### src/rtl/mdu_seq.sv
`default_nettype none
// ============================================================================
//  Module   : mdu_seq
//  Purpose  : Iterative radix-2 multiply/divide unit (signed/unsigned) with
//             HI/LO result registers and a divide-by-zero flag.
//  Revision : 1.0  initial release
// ============================================================================
module mdu_seq #(
    parameter int WIDTH = 32
) (
    input  logic             clock,
    input  logic             clear,
    input  logic             start,
    input  logic [1:0]       op,
    input  logic [WIDTH-1:0] a,
    input  logic [WIDTH-1:0] b,
    output logic             busy,
    output logic             done,
    output logic [WIDTH-1:0] hi,
    output logic [WIDTH-1:0] lo,
    output logic             dbz
);

    localparam int            CW         = $clog2(WIDTH) + 1;
    localparam logic [1:0]    c_IDLE     = 2'd0;
    localparam logic [1:0]    c_RUN      = 2'd1;
    localparam logic [1:0]    c_FIX      = 2'd2;
    localparam logic [CW-1:0] c_CNT_LOAD = CW'(WIDTH);
    localparam logic [CW-1:0] c_CNT_LAST = CW'(1);

    logic [1:0]       state_q, state_d;
    logic [CW-1:0]    cnt_q, cnt_d;
    logic [1:0]       op_q, op_d;
    logic [WIDTH-1:0] x_q, x_d;
    logic [WIDTH-1:0] y_q, y_d;
    logic [WIDTH-1:0] acc_q, acc_d;
    logic [WIDTH-1:0] araw_q, araw_d;
    logic             neg_quo_q, neg_quo_d;
    logic             neg_rem_q, neg_rem_d;
    logic [WIDTH-1:0] hi_q, hi_d;
    logic [WIDTH-1:0] lo_q, lo_d;
    logic             dbz_q, dbz_d;
    logic             done_q, done_d;

    logic             w_a_neg, w_b_neg;
    logic [WIDTH-1:0] w_a_mag, w_b_mag;
    logic [WIDTH:0]   w_sum;
    logic [WIDTH:0]   w_shift;
    logic [WIDTH:0]   w_diff;
    logic [2*WIDTH-1:0] w_prod, w_prod_fix;
    logic [WIDTH-1:0] w_quo, w_rem;

    assign w_a_neg = ~op[0] & a[WIDTH-1];
    assign w_b_neg = ~op[0] & b[WIDTH-1];
    assign w_a_mag = w_a_neg ? -a : a;
    assign w_b_mag = w_b_neg ? -b : b;

    // x holds multiplier (MUL) or dividend/quotient (DIV); y the other operand
    assign w_sum   = {1'b0, acc_q} + {1'b0, (x_q[0] ? y_q : {WIDTH{1'b0}})};
    assign w_shift = {acc_q, x_q[WIDTH-1]};
    assign w_diff  = w_shift - {1'b0, y_q};

    assign w_prod     = {acc_q, x_q};
    assign w_prod_fix = neg_quo_q ? -w_prod : w_prod;
    assign w_quo      = neg_quo_q ? -x_q : x_q;
    assign w_rem      = neg_rem_q ? -acc_q : acc_q;

    always_comb begin
        state_d   = state_q;
        cnt_d     = cnt_q;
        op_d      = op_q;
        x_d       = x_q;
        y_d       = y_q;
        acc_d     = acc_q;
        araw_d    = araw_q;
        neg_quo_d = neg_quo_q;
        neg_rem_d = neg_rem_q;
        hi_d      = hi_q;
        lo_d      = lo_q;
        dbz_d     = dbz_q;
        done_d    = 1'b0;
        case (state_q)
            c_IDLE: begin
                if (start) begin
                    op_d      = op;
                    x_d       = op[1] ? w_a_mag : w_b_mag;
                    y_d       = op[1] ? w_b_mag : w_a_mag;
                    acc_d     = '0;
                    cnt_d     = c_CNT_LOAD;
                    araw_d    = a;
                    neg_quo_d = w_a_neg ^ w_b_neg;
                    neg_rem_d = w_a_neg;
                    state_d   = c_RUN;
                end
            end
            c_RUN: begin
                cnt_d = cnt_q - c_CNT_LAST;
                if (!op_q[1]) begin
                    acc_d = w_sum[WIDTH:1];
                    x_d   = {w_sum[0], x_q[WIDTH-1:1]};
                end else if (!w_diff[WIDTH]) begin
                    acc_d = w_diff[WIDTH-1:0];
                    x_d   = {x_q[WIDTH-2:0], 1'b1};
                end else begin
                    acc_d = w_shift[WIDTH-1:0];
                    x_d   = {x_q[WIDTH-2:0], 1'b0};
                end
                if (cnt_q == c_CNT_LAST) begin
                    state_d = c_FIX;
                end
            end
            c_FIX: begin
                if (!op_q[1]) begin
                    {hi_d, lo_d} = w_prod_fix;
                    dbz_d        = 1'b0;
                end else if (y_q == '0) begin
                    lo_d  = '1;
                    hi_d  = araw_q;
                    dbz_d = 1'b1;
                end else begin
                    lo_d  = w_quo;
                    hi_d  = w_rem;
                    dbz_d = 1'b0;
                end
                done_d  = 1'b1;
                state_d = c_IDLE;
            end
            default: begin
                state_d = c_IDLE;
            end
        endcase
    end

    always_ff @(posedge clock or negedge clear) begin
        if (!clear) begin
            state_q   <= c_IDLE;
            cnt_q     <= '0;
            op_q      <= '0;
            x_q       <= '0;
            y_q       <= '0;
            acc_q     <= '0;
            araw_q    <= '0;
            neg_quo_q <= 1'b0;
            neg_rem_q <= 1'b0;
            hi_q      <= '0;
            lo_q      <= '0;
            dbz_q     <= 1'b0;
            done_q    <= 1'b0;
        end else begin
            state_q   <= state_d;
            cnt_q     <= cnt_d;
            op_q      <= op_d;
            x_q       <= x_d;
            y_q       <= y_d;
            acc_q     <= acc_d;
            araw_q    <= araw_d;
            neg_quo_q <= neg_quo_d;
            neg_rem_q <= neg_rem_d;
            hi_q      <= hi_d;
            lo_q      <= lo_d;
            dbz_q     <= dbz_d;
            done_q    <= done_d;
        end
    end

    assign busy = (state_q != c_IDLE);
    assign done = done_q;
    assign hi   = hi_q;
    assign lo   = lo_q;
    assign dbz  = dbz_q;

endmodule
`default_nettype wire

### config.mk
export PLATFORM = sky130hd
export DESIGN_NAME = mdu_seq
export DESIGN_NICKNAME = d
export VERILOG_FILES = /design/src/rtl/mdu_seq.sv
export SDC_FILE = /design/constraint.sdc
export NUM_CORES = 1
export LEC_CHECK = 0
export ABC_CLOCK_PERIOD_IN_PS = 8530
export CAP_MARGIN = 20
export CORE_UTILIZATION = 65
export DETAILED_ROUTE_END_ITERATION = 7
export PLACE_DENSITY_LB_ADDON = 0.1
export SETUP_SLACK_MARGIN = 0.3
export SYNTH_ARGS = -nofsm -noshare
export SYNTH_HDL_FRONTEND = slang
export SYNTH_SLANG_ARGS = --single-unit
export TNS_END_PERCENT = 50
### constraint.sdc
create_clock -name clock -period 8.53 [get_ports clock]
set_clock_uncertainty 0.1 [all_clocks]
set_input_delay 0.853 -clock clock [delete_from_list [all_inputs] [get_ports clock]]
set_output_delay 0.853 -clock clock [all_outputs]
set_load 0.01 [all_outputs]
==> summary.md <==
| Metric | Value |
|---|---|
| Overflow after GRT | `0` |
| Final cell count without fillers | `2548` |
| Syn Area/Cell | `7.825 sq um` |
| Die width | `163.8 um` |
| Setup crit start kind | `flop` |
| Hold_buf cts | `0` |
| Most frequent cell after synthesis | `nand2_1` |
| Max-Cap Viols | `0` |
| Maximum fanout along the worst path | `26` |
| Routed Wire Length | `60.20 mm` |
| Leak | `8.053 nW` |
| Clock Path Buffers | `3` |
| Total CTS buffers | `25` |
| Synth cell types | `83` |
| # IOs | `136` |
| Unrepaired setup endpoints after global routing | `false` |
| DR vias | `17510` |
| Sequential fraction of the synthesis area | `0.3016` |
| Synth warn | `0` |
| Core area | `25400 sq um` |
| Critical Path End Type | `flop` |
| Post-DRT Antenna Nets | `0` |
| CTS tree | `done` |
| CP peak stage delay | `0.73 ns` |
| Hold Path Class | `input pin to asynchronous set/reset pin` |
| Top cells by count, synth | `nand2_1, dfrtp_1, nor2_1` |
| Share of cells above drive strength 1 | `0.04779` |
| Core Util, Final | `0.7541` |
| Detailed placement HPWL | `44.26 mm` |
| Nets | `2343` |
| Async SR Flop Fraction | `1.000` |
| Post-route minimum period | `4.533 ns` |
| Cell Rows | `58` |
| Slew margin rel. | `0.3000` |
| Critical path class | `flop to flop` |
| Number of global-route vias before repair | `16390` |
| Crit-path leading delay family | `simple AND/OR/NAND/NOR gates` |
| Worst-path cell chain | `ha_1, and2_0, nor4b_1, and3_1, nand2_1, nor3_1, or4_4, nand3_2, mux2_2, o221ai_1` |
| CP max stage cell | `nand3_2` |
| Post-CTS Resized | `0` |
| Antenna Diode Count | `0` |
| Port-buffer cells | `135` |
| H-tree Lvls | `1` |
| Gpl congestion | `1.004` |
| Ys flop type | `dfrtp_1` |
| P per Cell Area | `455.1 nW/um^2` |
| Die ar. | `26820 sq um` |
| Area grow syn2layout | `12.60%` |
| Clock Latency Late Sink | `0.55 ns` |
| Final hold vios | `0` |
| DP Cell Count | `2504` |
| First-pass GRT wire length | `92.29 mm` |
| Outcome | `finished, final reports clean` |
| Starting Density | `0.6698` |
| Area contributors post-synth | `dfrtp_1, nand2_1, xnor2_1` |
| Post-Syn Area | `17010 sq um` |
| Post-CTS setup buffers | `0` |
| Die Y | `163.8 um` |
| Largest net degree at the start of global routing | `131` |
| Initial antenna violation count | `1` |
| Final period util | `0.5314` |
| Final hold slack | `0.1490 ns` |
| DRT iter0 DRCs | `2791` |
| Slew of the pin with the lowest slew margin | `1.048 ns` |
| Cells after Synth | `2174` |
| Max Freq | `220.6 MHz` |
| Crit path DAT | `4.86 ns` |
| Yosys top cell area share | `0.3016` |
| WP buf/inv | `0` |
| Clock transition at path regs | `0.07 ns` |
| Final slew viol count | `0` |
| Router iterations before antenna repair | `6` |
| WP data required | `8.85 ns` |
| Syn_nets | `2315` |
| Vias/cell | `6.871` |
| Wire per inst | `23.62 um` |
| Total GRT Usage | `0.4494` |
| Largest area contributor in the netlist | `dfrtp_1` |
| Root Buffer | `clkbuf_16` |
| Synth Register Bits | `205` |
| Final setup vio count | `0` |
| Remaining DRCs | `0` |
| EDFF count, synth | `0` |
| TNS Setup | `0 ns` |
| Total power | `8.718 mW` |
| Max VDD drop | `328.6 uV` |
| CTS Sinks | `205` |
-- final timing paths --
kind                                  startpoint                     to  slack, ns  cells past startpoint
setup / recovery           acc_q[23]$_DFFE_PN0P_   acc_q[0]$_DFFE_PN0P_       4.00                     10
hold / removal                             clear      lo[6]$_DFFE_PN0P_       0.15                      1
setup reg to reg           acc_q[23]$_DFFE_PN0P_   acc_q[0]$_DFFE_PN0P_       4.00                     10
hold reg to reg               hi[11]$_DFFE_PN0P_     hi[11]$_DFFE_PN0P_       0.38                      2
max in group asynchronous                  clear  acc_q[22]$_DFFE_PN0P_       6.76                      2
min in group clock            hi[11]$_DFFE_PN0P_     hi[11]$_DFFE_PN0P_       0.38                      2
-- logic make-up after synthesis --
kind of cell             count (synthesis)  share of synthesized area
AO/OA/AOI/OAI                          661                     0.2480
XOR/XNOR                               196                     0.1009
adder cells (fa/ha/maj)                 72                    0.05384
buffers and inverters                  214                    0.04884
flip-flops                             205                     0.3016
multiplexers                            66                    0.03898
AND/OR/NAND/NOR                        760                     0.2079
-- power by group --
group / switching (mW) / total, mW / internal (mW) / leakage [nW]
clock: 0.442 / 1.06 / 0.616 / 0.385
combinational: 3.22 / 5.51 / 2.28 / 5.20
sequential: 0.734 / 2.16 / 1.42 / 2.47
-- per-stage QoR --
step / setup slack [ns] / area (sq um)
6_report: 3.997 / 19150
5_1_grt: 3.880 / 19150
4_1_cts: 4.167 / 19130
3_5_place_dp: 4.215 / 18330
3_3_place_gp: 4.369 / 18330
2_1_floorplan: 5.196 / 17010
-- layer usage --
layer  vias up  routed length (um)  part of all wire  GRT usage
met5         -                   0                 0          0
met4         0                3637             0.060     0.2290
met3       254                7830              0.13     0.1318
met2      1200               25250              0.42     0.6699
met1      8239               23470              0.39     0.5917
li1       7815                   -                 -          -
-- registers in the layout (all words and copies together), names as in the netlist, 2 cells and up --
register  flops
hi           32
araw_q       32
x_q          32
acc_q        32
lo           32
y_q          32
cnt_q         6
state_q       2
-- final cells by class --
cell class                      count  area [sq um]
Multi-Input combinational cell   1755         11070
Fill cell                        1905          6245
Sequential cell                   205          5135
Timing Repair Buffer              154          1513
Clock buffer                       32         671.9
Tap cell                          330         412.9
Inverter                           61         229.0
Clock inverter                     11         121.4
-- placed cells by master (no fill, tap or decap), types with 28 or more instances in the layout --
| cell type | count |
|---|---|
| nor3_1 | 41 |
| inv_1 | 59 |
| a211oi_1 | 55 |
| ha_1 | 70 |
| a21oi_1 | 160 |
| a21o_1 | 28 |
| xnor2_1 | 114 |
| o211ai_1 | 37 |
| a31oi_1 | 29 |
| clkdlybuf4s50_1 | 133 |
| nand2_1 | 313 |
| xor2_1 | 82 |
| nor2_1 | 193 |
| dfrtp_1 | 203 |
| mux2i_1 | 64 |
| o21ai_0 | 182 |
Note: power is estimated with default switching activity, not from simulation.
